## src/rtl/booth_pkg.sv

```systemverilog
// Shared types and encodings for the radix-2 Booth multiplier controller.
// Holds the FSM state enum, the add/sub direction codes and the {q_lsb, qm1} pair codes.
package booth_pkg;

    typedef enum logic [2:0] {
        IDLE,
        LOAD,
        EXAMINE,
        ALU,
        SHIFT,
        DUMP,
        DONE
    } booth_state_t;

    localparam logic ALU_ADD = 1'b0;
    localparam logic ALU_SUB = 1'b1;

    // Booth pairs are {current multiplier bit, previous multiplier bit}.
    localparam logic [1:0] PAIR_SUB = 2'b10;
    localparam logic [1:0] PAIR_ADD = 2'b01;

endpackage

```

## src/rtl/booth_iter_counter.sv

```systemverilog
// Iteration counter for the Booth controller: loads REG_WIDTH, counts down once per shift,
// and flags the final iteration while cnt is still 1.
module booth_iter_counter
    import booth_pkg::*;
#(
    parameter int REG_WIDTH = 8,
    parameter int CNT_W     = $clog2(REG_WIDTH + 1)
) (
    input  logic clk,
    input  logic rst,
    input  logic load,
    input  logic dec,
    output logic last
);

    logic [CNT_W-1:0] cnt;

    // The zero guard keeps the counter from wrapping even if dec were misused.
    always_ff @(posedge clk) begin
        if (rst) begin
            cnt <= '0;
        end else if (load) begin
            cnt <= CNT_W'(REG_WIDTH);
        end else if (dec && (cnt != '0)) begin
            cnt <= cnt - CNT_W'(1);
        end
    end

    assign last = (cnt == CNT_W'(1));

endmodule

```

## src/rtl/booth_controller.sv

```systemverilog
// Sequencing FSM for the radix-2 Booth multiplier: loads operands, runs REG_WIDTH
// examine/add-sub/shift iterations on the A/Q/M datapath, then dumps A:Q and pulses done.
module booth_controller
    import booth_pkg::*;
#(
    parameter int  REG_WIDTH = 8,
    localparam int CNT_W     = $clog2(REG_WIDTH + 1)
) (
    input  logic clk,
    input  logic rst,
    input  logic start,
    input  logic q_lsb,
    output logic load_m,
    output logic load_q,
    output logic clr_a,
    output logic alu_en,
    output logic alu_sub,
    output logic shr,
    output logic dump,
    output logic busy,
    output logic done
);

    // Handshake: start is a request taken only while idle (busy=0) and is otherwise
    // dropped, never queued; done is a single-cycle pulse with no backpressure, and busy
    // stays high from LOAD through DONE, so back-to-back jobs always see one idle cycle.

    booth_state_t state;
    logic         qm1;
    logic         sub_r;
    logic         last;
    logic [1:0]   pair;

    assign pair    = {q_lsb, qm1};
    assign alu_sub = sub_r;

    booth_iter_counter #(
        .REG_WIDTH (REG_WIDTH),
        .CNT_W     (CNT_W)
    ) u_iter_counter (
        .clk  (clk),
        .rst  (rst),
        .load (state == LOAD),
        .dec  (state == SHIFT),
        .last (last)
    );

    // Outputs are registered alongside the next state, so each strobe is high exactly
    // while the FSM sits in the state that owns it.
    always_ff @(posedge clk) begin
        if (rst) begin
            state  <= IDLE;
            qm1    <= 1'b0;
            sub_r  <= ALU_ADD;
            load_m <= 1'b0;
            load_q <= 1'b0;
            clr_a  <= 1'b0;
            alu_en <= 1'b0;
            shr    <= 1'b0;
            dump   <= 1'b0;
            busy   <= 1'b0;
            done   <= 1'b0;
        end else begin
            load_m <= 1'b0;
            load_q <= 1'b0;
            clr_a  <= 1'b0;
            alu_en <= 1'b0;
            shr    <= 1'b0;
            dump   <= 1'b0;
            done   <= 1'b0;
            sub_r  <= ALU_ADD;
            busy   <= 1'b1;
            case (state)
                IDLE: begin
                    if (start) begin
                        state  <= LOAD;
                        load_m <= 1'b1;
                        load_q <= 1'b1;
                        clr_a  <= 1'b1;
                    end else begin
                        busy <= 1'b0;
                    end
                end
                LOAD: begin
                    qm1   <= 1'b0;
                    state <= EXAMINE;
                end
                EXAMINE: begin
                    case (pair)
                        PAIR_SUB: begin
                            state  <= ALU;
                            alu_en <= 1'b1;
                            sub_r  <= ALU_SUB;
                        end
                        PAIR_ADD: begin
                            state  <= ALU;
                            alu_en <= 1'b1;
                            sub_r  <= ALU_ADD;
                        end
                        default: begin
                            state <= SHIFT;
                            shr   <= 1'b1;
                        end
                    endcase
                end
                ALU: begin
                    state <= SHIFT;
                    shr   <= 1'b1;
                end
                SHIFT: begin
                    // q_lsb is still the pre-shift bit here; it becomes the next Q(-1).
                    qm1 <= q_lsb;
                    if (last) begin
                        state <= DUMP;
                        dump  <= 1'b1;
                    end else begin
                        state <= EXAMINE;
                    end
                end
                DUMP: begin
                    state <= DONE;
                    done  <= 1'b1;
                end
                DONE: begin
                    state <= IDLE;
                    busy  <= 1'b0;
                end
                default: begin
                    state <= IDLE;
                    busy  <= 1'b0;
                end
            endcase
        end
    end

endmodule

```

## config.mk

```make
export PLATFORM = sky130hd
export DESIGN_NAME = booth_controller
export DESIGN_NICKNAME = d
export VERILOG_FILES = /design/src/rtl/booth_pkg.sv /design/src/rtl/booth_iter_counter.sv /design/src/rtl/booth_controller.sv
export SDC_FILE = /design/constraint.sdc
export NUM_CORES = 1
export LEC_CHECK = 0
export BUFFER_PORTS_ARGS = -buffer_cell sky130_fd_sc_hd__buf_2
export CAP_MARGIN = 10
export CORE_MARGIN = 10
export CORE_UTILIZATION = 51
export CTS_CLUSTER_DIAMETER = 150
export DETAILED_ROUTE_END_ITERATION = 12
export PLACE_DENSITY = 0.84
export SLEW_MARGIN = 30
export SYNTH_ARGS = -nofsm -noshare
export SYNTH_HDL_FRONTEND = slang
export SYNTH_SLANG_ARGS = --single-unit
```

## constraint.sdc

```tcl
create_clock -name clk -period 1.9 [get_ports clk]
set_clock_uncertainty 0.2 [all_clocks]
set_input_delay 0.38 -clock clk [delete_from_list [all_inputs] [get_ports clk]]
set_output_delay 0.38 -clock clk [all_outputs]
set_load 0.01 [all_outputs]
```

==> reports/metrics.yaml, run 1 <==
outcome: "complete, no violations"
synth-simple-area-share_pct: 26.9
postRouteAntennaNets: 0
seq_power_share_pct: 54.7
p_int_uw: 452
cap_violations: 0
gr-total-overflow: 0
crit_end: "u_iter_counter.cnt[3]"
dieArea_mm2: 0.00318
slew_headroom_pct: 65.8
cts.htree.levels: 1
grt_max_degree: 17
dr.pass1.iters: 4
antenna_found_initial: 0
swShare_pct: 26.7
synth_compound_area_share_pct: 15.8
drv_slew: 0
clockPowerShare_pct: 28.9
placedInstanceArea_um2: 757
period_needed_ns: 1.77
postCtsSetupBuffers: 0
timing.hold.ws_ns: 0.127
multi_input_area_um2: 325
rsz0062_at_grt: "false"
setup_tns_ns: 0
io_buffer_count: 12
postCtsResizedCells: 0
remaining_drc_errors: 0
ctsRootBufferMaster: "clkbuf_4"
r2r-start: "u_iter_counter.cnt[0]"
fillers: 114
drt_wl_total_um: 1470
fin_crit_sh_pct: 92.9
postLayoutCellArea_um2: 783
hold_violations: 0
ff2ff_path_depth: 5
syn2layout_area_growth_pct: 16.1
clk_pin_slew_ns: 0.08
startpoint_type: "flip-flop"
synthXorXnorAreaFrac_pct: 0
stdcell_count: 106
fin_ws_ns: 0.135
arrival_ns: 1.78
ys_seq_elements: 15
synth_nets: 83
die_w_um: 56.4
grt_usage_pct: 9.75
rows: 13
pwr-share-comb_pct: 16.4
yosys_warnings: 0
synthesis.area_um2: 674
synth.distinct_cells: 25
total_switching_power_uw: 165
dr.first_iter.drc_count: 5
routed_via_density: 5.51
ff2ff_setup_slack_ns: 0.13
critPathKind: "reg2reg"
ioPinCount: 13
avgSynthCellArea_um2: 8.87
grt_pass1_vias: 596
cts_inserted_buffers: 3
tightest_slew_ns: 0.511
initial_core_util_pct: 53.2
wl_per_cell_um: 13.8
synthAdderAreaFrac_pct: 5.57
via_count: 584
cts_hold_buf: 0
dpl_worst_slack_ns: 0.168
register_area_um2: 300
layout-drive-gt1-share_pct: 23.1
synth_top_family_by_area: "simple AND/OR/NAND/NOR gates"
worstPathRequired_ns: 1.91
diodes: 0
p_leak_uw: 0.000333
insertion_delay_ns: 0.28
routabilityCongestion: 0.752
die_h_um: 56.4
r2r_end: "u_iter_counter.cnt[3]"
end_kind: "flip-flop"
synthCells: 76
core_mm2: 0.00127
grt_pass1_wl_um: 2490
cts_tree: "done"
synth_mux_area_share_pct: 0
peakVddDrop_mv: 0.386
ys_seq_area_share_pct: 44.5
fmax_ghz: 0.567
cts.sinks: 15
final_nets: 99
setup-violations-final: 0
hp-class: "in2reg"
powerDensity_mw_per_mm2: 788
dpl.hpwl_um: 1080
dp.cells: 102
crit_start: "u_iter_counter.cnt[0]"
cts_buffer_depth: 2
critPathMaxFanout: 4
==> worst min-delay path by stage <==
stage	start	endpoint	slack, ns	cells past startpoint
final	rst	qm1	0.13	2
after global routing	rst	qm1	0.13	2
after CTS	rst	qm1	0.12	2
after detailed placement	qm1	qm1	0.29	2
after global placement	qm1	qm1	0.29	2
after floorplan	rst	qm1	0.25	1
==> flip-flops by register name (all words and copies together), names as in the netlist <==
name / count
qm1: 1
alu_sub: 1
shr: 1
done: 1
busy: 1
alu_en: 1
clr_a: 1
u_iter_counter.cnt: 4
dump: 1
state: 3
==> metrics by stage <==
step           total power [uW]  utilization, %
3_5_place_dp                446            59.7
4_1_cts                     624            61.7
6_report                    617            61.7
2_1_floorplan               411               -
5_1_grt                     646            61.7
3_3_place_gp                440            59.7
==> routing by layer <==
metal | global-route usage [%] | part of all wire (%) | up-vias
met5 | 0 | 0 | -
met4 | 6.53 | 1.4 | 0
met3 | 4.27 | 8.2 | 4
met2 | 15.8 | 43 | 14
met1 | 9.85 | 47 | 260
li1 | - | - | 306
==> cells in the final DEF (no fill, tap or decap) <==
cell type | synthesis | routed
clkbuf_1 | 3 | 1
or4_1 | 2 | 2
inv_1 | 6 | 6
nor4b_1 | 2 | 2
buf_2 | 0 | 12
o211ai_1 | 1 | 1
or3b_1 | 1 | 1
or3_1 | 2 | 2
a31oi_1 | 1 | 1
buf_4 | 2 | 4
clkbuf_4 | 0 | 3
nor3b_1 | 4 | 4
nand2b_1 | 2 | 2
ha_1 | 3 | 3
nor3_1 | 2 | 2
o41ai_1 | 1 | 1
nand3b_1 | 1 | 1
a311oi_1 | 1 | 1
nor2_1 | 4 | 4
and2_1 | 1 | 1
or3b_2 | 2 | 2
nand3_1 | 2 | 2
nor4_1 | 1 | 1
and3_1 | 2 | 2
a21oi_1 | 10 | 10
o21ai_0 | 5 | 5
dfxtp_1 | 15 | 15
==> worst max-delay path, cell delays in order (launching register included) <==
cell and delay [ns]:
dfxtp_1 0.37, inv_1 0.07, ha_1 0.22, nor3b_1 0.16, or4_1 0.51, a31oi_1 0.17
==> cell families (layout without fill, tap and decap cells) <==
group,Yosys count,after routing
and+or+nand+nor,28,28
AOI/OAI and AO/OA,19,19
DFF,15,15
buffers and inverters,11,26
adders and majority gates,3,3
==> cells in the mapped netlist <==
| master | n | area, um^2 |
|---|---|---|
| and3_1 | 2 | 12.5 |
| nor3b_1 | 4 | 30.0 |
| nand3_1 | 2 | 10.0 |
| a21oi_1 | 10 | 50.1 |
| inv_1 | 6 | 22.5 |
| a311oi_1 | 1 | 8.76 |
| a31oi_1 | 1 | 6.26 |
| nor3_1 | 2 | 10.0 |
| or3_1 | 2 | 12.5 |
| o211ai_1 | 1 | 7.51 |
| dfxtp_1 | 15 | 300 |
| and2_1 | 1 | 6.26 |
| clkbuf_1 | 3 | 11.3 |
| nor4_1 | 1 | 6.26 |
| or3b_1 | 1 | 8.76 |
| nand3b_1 | 1 | 7.51 |
| nand2b_1 | 2 | 12.5 |
| or4_1 | 2 | 15.0 |
| nor4b_1 | 2 | 17.5 |
| nor2_1 | 4 | 15.0 |
| ha_1 | 3 | 37.5 |
| or3b_2 | 2 | 17.5 |
| o21ai_0 | 5 | 25.0 |
| buf_4 | 2 | 15.0 |
| o41ai_1 | 1 | 8.76 |
==> cell type report <==
class,instances,area share (%)
Sequential cell,15,38.3
Clock buffer,4,3.35
Inverter,6,2.88
Multi-Input combinational cell,50,41.5
Tap cell,15,2.40
Timing Repair Buffer,16,11.5
==> power by group through the flow <==
stage	logic [uW]	registers [uW]	clock network [uW]
finish	101	338	178
global route	113	339	194
CTS	101	338	185
detailed placement	101	345	0
global placement	96.1	344	0
floorplan	62.0	349	0
Note: power is estimated with default switching activity, not from simulation.
==> run 2, diff against run 1 <==
CORE_AREA = 10 10 47 49   (was default)
CORE_MARGIN = default   (was 10)
CORE_UTILIZATION = default   (was 51)
CTS_BUF_LIST = sky130_fd_sc_hd__clkbuf_4   (was default)
DIE_AREA = 0 0 57 59   (was default)
PLACE_DENSITY = 0.74   (was 0.84)
==> run 2 against run 1 <==
Compared with the run above: final cell count is 0.94% higher; worst setup slack better by 0.017 ns; first-iteration DRC count is 20% lower; sequential power hardly changed; register-to-register slack better by 0.02 ns; die area is 5.9% higher; maximum frequency is 0.95% higher; via count is 1.9% lower; routed wire length is 10% lower; sequential cell count stayed put; count of clock-buffer cells in the layout stayed put; core utilization is 5.5 points lower.
==> reports/metrics.yaml, run 2 (synthesized netlist as in run 1, its figures left out) <==
cts_tree: "done"
cts_hold_buf: 0
remaining_drc_errors: 0
cap_violations: 0
cp_num_buf_inv: 1
cpPeakStageDelay_ns: 0.50
rsz0062_at_grt: "false"
worstPathRequired_ns: 1.90
largest_registers: "u_iter_counter.cnt (4), state (3)"
worst_hold_startpoint: "rst"
cts.htree.levels: 1
fillers: 144
slew_headroom_pct: 70.1
grt_max_degree: 17
cts_inserted_buffers: 3
ctsRootBufferMaster: "clkbuf_4"
slowest_stage: "or4_1"
postCtsResizedCells: 0
dr.first_iter.drc_count: 4
drt_wl_total_um: 1320
peakVddDrop_mv: 0.377
r2r_end: "u_iter_counter.cnt[3]"
initial_core_util_pct: 48.1
routed_via_density: 5.36
dr.pass1.iters: 3
cp_top_family: "simple AND/OR/NAND/NOR gates"
arrival_ns: 1.75
tightest_slew_ns: 0.447
dpl.hpwl_um: 1030
final_common_cell: "dfxtp_1"
powerDensity_mw_per_mm2: 790
gr-total-overflow: 0
insertion_delay_ns: 0.27
period_needed_ns: 1.75
setup_tns_ns: 0
cts_buffer_depth: 2
largest-register: "u_iter_counter.cnt"
startpoint_type: "flip-flop"
clk_pin_slew_ns: 0.08
rows: 14
r2r-start: "u_iter_counter.cnt[0]"
hp-class: "in2reg"
syn2layout_area_growth_pct: 16.9
diodes: 0
multi_input_area_um2: 325
hold_depth: 2
setup-violations-final: 0
grt_pass1_vias: 518
ff2ff_setup_slack_ns: 0.15
fin_ws_ns: 0.151
cts.sinks: 15
die_w_um: 57
min_to: "qm1"
dieArea_mm2: 0.00336
antenna_found_initial: 0
grt_pass1_wl_um: 2230
routabilityCongestion: 0.830
final_nets: 99
ff2ff_path_depth: 5
outcome: "complete, no violations"
layout-drive-gt1-share_pct: 24.2
timing.hold.ws_ns: 0.127
fmax_ghz: 0.572
critPathKind: "reg2reg"
final_cell_mix: "dfxtp_1 (15), buf_2 (12), a21oi_1 (10)"
via_count: 573
register_area_um2: 300
wl_per_cell_um: 12.3
fin_crit_sh_pct: 92.0
largest_reg_flops: 4
grt_usage_pct: 8.32
postCtsSetupBuffers: 0
hold_violations: 0
ioPinCount: 13
io_buffer_count: 12
drv_slew: 0
postRouteAntennaNets: 0
dpl_worst_slack_ns: 0.167
cp_cell_sequence: "inv_1, ha_1, nor3b_1, or4_1, a31oi_1"
core_mm2: 0.00140
die_h_um: 59
end_kind: "flip-flop"
critPathMaxFanout: 4
p_leak_uw: 0.000337
run 2: cell counts in the layout (fill, tap and decap cells not counted):
No cell type changed its count.
run 2: stage by stage:
stage	area [um^2]	util (%)	total power [uW]	std cells
finish	788	56.3	623	107
global route	788	56.3	662	107
CTS	788	56.3	631	107
detailed placement	758	54.1	444	103
global placement	758	54.1	442	103
floorplan	674	-	411	76
run 2: worst max path at each step:
stage	slack [ns]	cells past startpoint	start	to
6_report	0.15	5	u_iter_counter.cnt[0]	u_iter_counter.cnt[3]
5_1_grt	0.02	5	u_iter_counter.cnt[0]	u_iter_counter.cnt[3]
4_1_cts	0.14	5	u_iter_counter.cnt[0]	u_iter_counter.cnt[3]
3_5_place_dp	0.17	5	u_iter_counter.cnt[0]	u_iter_counter.cnt[3]
3_3_place_gp	0.23	5	u_iter_counter.cnt[0]	u_iter_counter.cnt[3]
2_1_floorplan	0.24	3	state[2]	u_iter_counter.cnt[3]
run 2: area by class of cell:
cell class                      count  area share (%)
Inverter                            6            2.86
Multi-Input combinational cell     50            41.3
Sequential cell                    15            38.1
Timing Repair Buffer               16            11.4
Tap cell                           16            2.54
Clock buffer                        4            3.81
run 2: worst reg2reg max path, delay by kind of cell (launching register included):
family                   cells  cell delay, ns
adder cells (fa/ha/maj)      1            0.21
AO/OA/AOI/OAI                1            0.18
flip-flops                   1            0.36
AND/OR/NAND/NOR              2            0.66
buffers and inverters        1            0.07
run 2: power by group:
part	switching (uW)	internal, uW	total, uW
Sequential	7.80	329	337
Clock	90.8	95.7	187
Combinational	57.9	41.6	99.4
run 2: metal layers:
layer  up-vias  part of all wire, %  wire length (um)  track usage (%)
met5         -                    0                 0                0
met4         0                  1.1                14             3.02
li1        306                    -                 -                -
met3         2                  8.7               115             5.79
met1       251                   46               605             8.61
met2        14                   44               579             13.0
==> run 3, diff against run 2 <==
CORE_AREA = default   (was 10 10 47 49)
CORE_MARGIN = 10   (was default)
CORE_UTILIZATION = 51   (was default)
CTS_BUF_LIST = default   (was sky130_fd_sc_hd__clkbuf_4)
DIE_AREA = default   (was 0 0 57 59)
==> run 3 against run 2 <==
Compared with the run above: total power fell by 1.3%; worst setup slack improved by 0.017 ns; largest cell class unchanged; sequential share of layout area rose by 0.24 points; register-to-register slack improved by 0.02 ns; cell area fell by 0.63%; routed wire length rose by 0.15%; clock power fell by 5%.
==> reports/metrics.yaml, run 3 (synthesized netlist as in run 1, its figures left out) <==
cts_inserted_buffers: 3
cts_tree: "done"
end_kind: "flip-flop"
routabilityCongestion: 0.734
ff2ff_path_depth: 5
postCtsSetupBuffers: 0
core_mm2: 0.00127
largest_reg_flops: 4
worstPathRequired_ns: 1.91
dr.first_iter.drc_count: 15
cpPeakStageDelay_ns: 0.50
critPathKind: "reg2reg"
fin_crit_sh_pct: 91.1
gr-total-overflow: 0
grt_max_degree: 17
largest-register: "u_iter_counter.cnt"
setup-violations-final: 0
startpoint_type: "flip-flop"
period_needed_ns: 1.73
remaining_drc_errors: 0
arrival_ns: 1.74
cp_cell_sequence: "inv_1, ha_1, nor3b_1, or4_1, a31oi_1"
die_h_um: 56.4
setup_tns_ns: 0
powerDensity_mw_per_mm2: 785
min_to: "u_iter_counter.cnt[3]"
io_buffer_count: 12
ctsRootBufferMaster: "clkbuf_4"
grt_pass1_wl_um: 2430
rows: 13
outcome: "complete, no violations"
diodes: 0
critPathMaxFanout: 4
drv_slew: 0
postRouteAntennaNets: 0
power.total_uw: 615
slew_headroom_pct: 67.4
drt_wl_total_um: 1320
dieArea_mm2: 0.00318
postCtsResizedCells: 0
ioPinCount: 13
final_cell_mix: "dfxtp_1 (15), buf_2 (12), a21oi_1 (10)"
hold_violations: 0
final_common_cell: "dfxtp_1"
peakVddDrop_mv: 0.601
initial_core_util_pct: 53.2
grt_pass1_vias: 584
layout-drive-gt1-share_pct: 23.1
cap_violations: 0
via_count: 592
syn2layout_area_growth_pct: 16.1
insertion_delay_ns: 0.27
worst_hold_startpoint: "rst"
hold_depth: 2
hp-class: "in2reg"
r2r_end: "u_iter_counter.cnt[3]"
antenna_found_initial: 0
p_leak_uw: 0.000333
tightest_slew_ns: 0.488
cts.sinks: 15
final_nets: 99
cts_hold_buf: 0
cp_num_buf_inv: 1
routed_via_density: 5.58
cp_top_family: "simple AND/OR/NAND/NOR gates"
slowest_stage: "or4_1"
clk_pin_slew_ns: 0.09
dpl.hpwl_um: 969
rsz0062_at_grt: "false"
cts.htree.levels: 1
die_w_um: 56.4
ff2ff_setup_slack_ns: 0.17
fin_util_pct: 61.7
fmax_ghz: 0.578
r2r-start: "u_iter_counter.cnt[0]"
largest_registers: "u_iter_counter.cnt (4), state (3)"
grt_usage_pct: 9.04
wl_per_cell_um: 12.4
cts_buffer_depth: 2
fillers: 111
dr.pass1.iters: 4
run 3: cell types whose count changed in the layout (fill, tap and decap cells not counted):
cell,previous run,this run
clkbuf_4,4,3
clkbuf_1,0,1
run 3: worst max-delay path by stage:
stage | slack [ns] | cells past startpoint | startpoint | endpoint
finish | 0.17 | 5 | u_iter_counter.cnt[0] | u_iter_counter.cnt[3]
detailed placement | 0.18 | 5 | u_iter_counter.cnt[0] | u_iter_counter.cnt[3]
global route | 0.04 | 5 | u_iter_counter.cnt[0] | u_iter_counter.cnt[3]
floorplan | 0.24 | 3 | state[2] | u_iter_counter.cnt[3]
CTS | 0.16 | 5 | u_iter_counter.cnt[0] | u_iter_counter.cnt[3]
global placement | 0.22 | 5 | u_iter_counter.cnt[0] | u_iter_counter.cnt[3]
run 3: report_power, final:
part	total (uW)	internal, uW	switching, uW
sequential	337	329	8.09
combinational	99.7	41.5	58.2
clock	178	81.2	96.6
total	615	452	163
run 3: area by class of cell:
cell class | instances | area [um^2] | share of cell area [%]
sequential | 15 | 300 | 38.3
tap | 15 | 18.8 | 2.40
multi-input combinational | 50 | 325 | 41.5
clock buffer | 4 | 26.3 | 3.35
timing repair buffer | 16 | 90.1 | 11.5
inverter | 6 | 22.5 | 2.88
run 3: metal layers:
layer / global-route usage, % / vias up / wire (um)
li1: - / 303 / -
met1: 10.1 / 266 / 575
met2: 14.4 / 21 / 606
met3: 4.49 / 2 / 124
met4: 3.09 / 0 / 10
met5: 0 / - / 0
run 3: stage by stage:
step / area [um^2] / hold WS [ns] / setup slack (ns) / instances
finish: 783 / 0.127 / 0.169 / 106
global route: 783 / 0.125 / 0.0382 / 106
CTS: 783 / 0.122 / 0.164 / 106
detailed placement: 757 / 0.293 / 0.181 / 102
global placement: 757 / 0.285 / 0.219 / 102
floorplan: 674 / 0.249 / 0.243 / 76
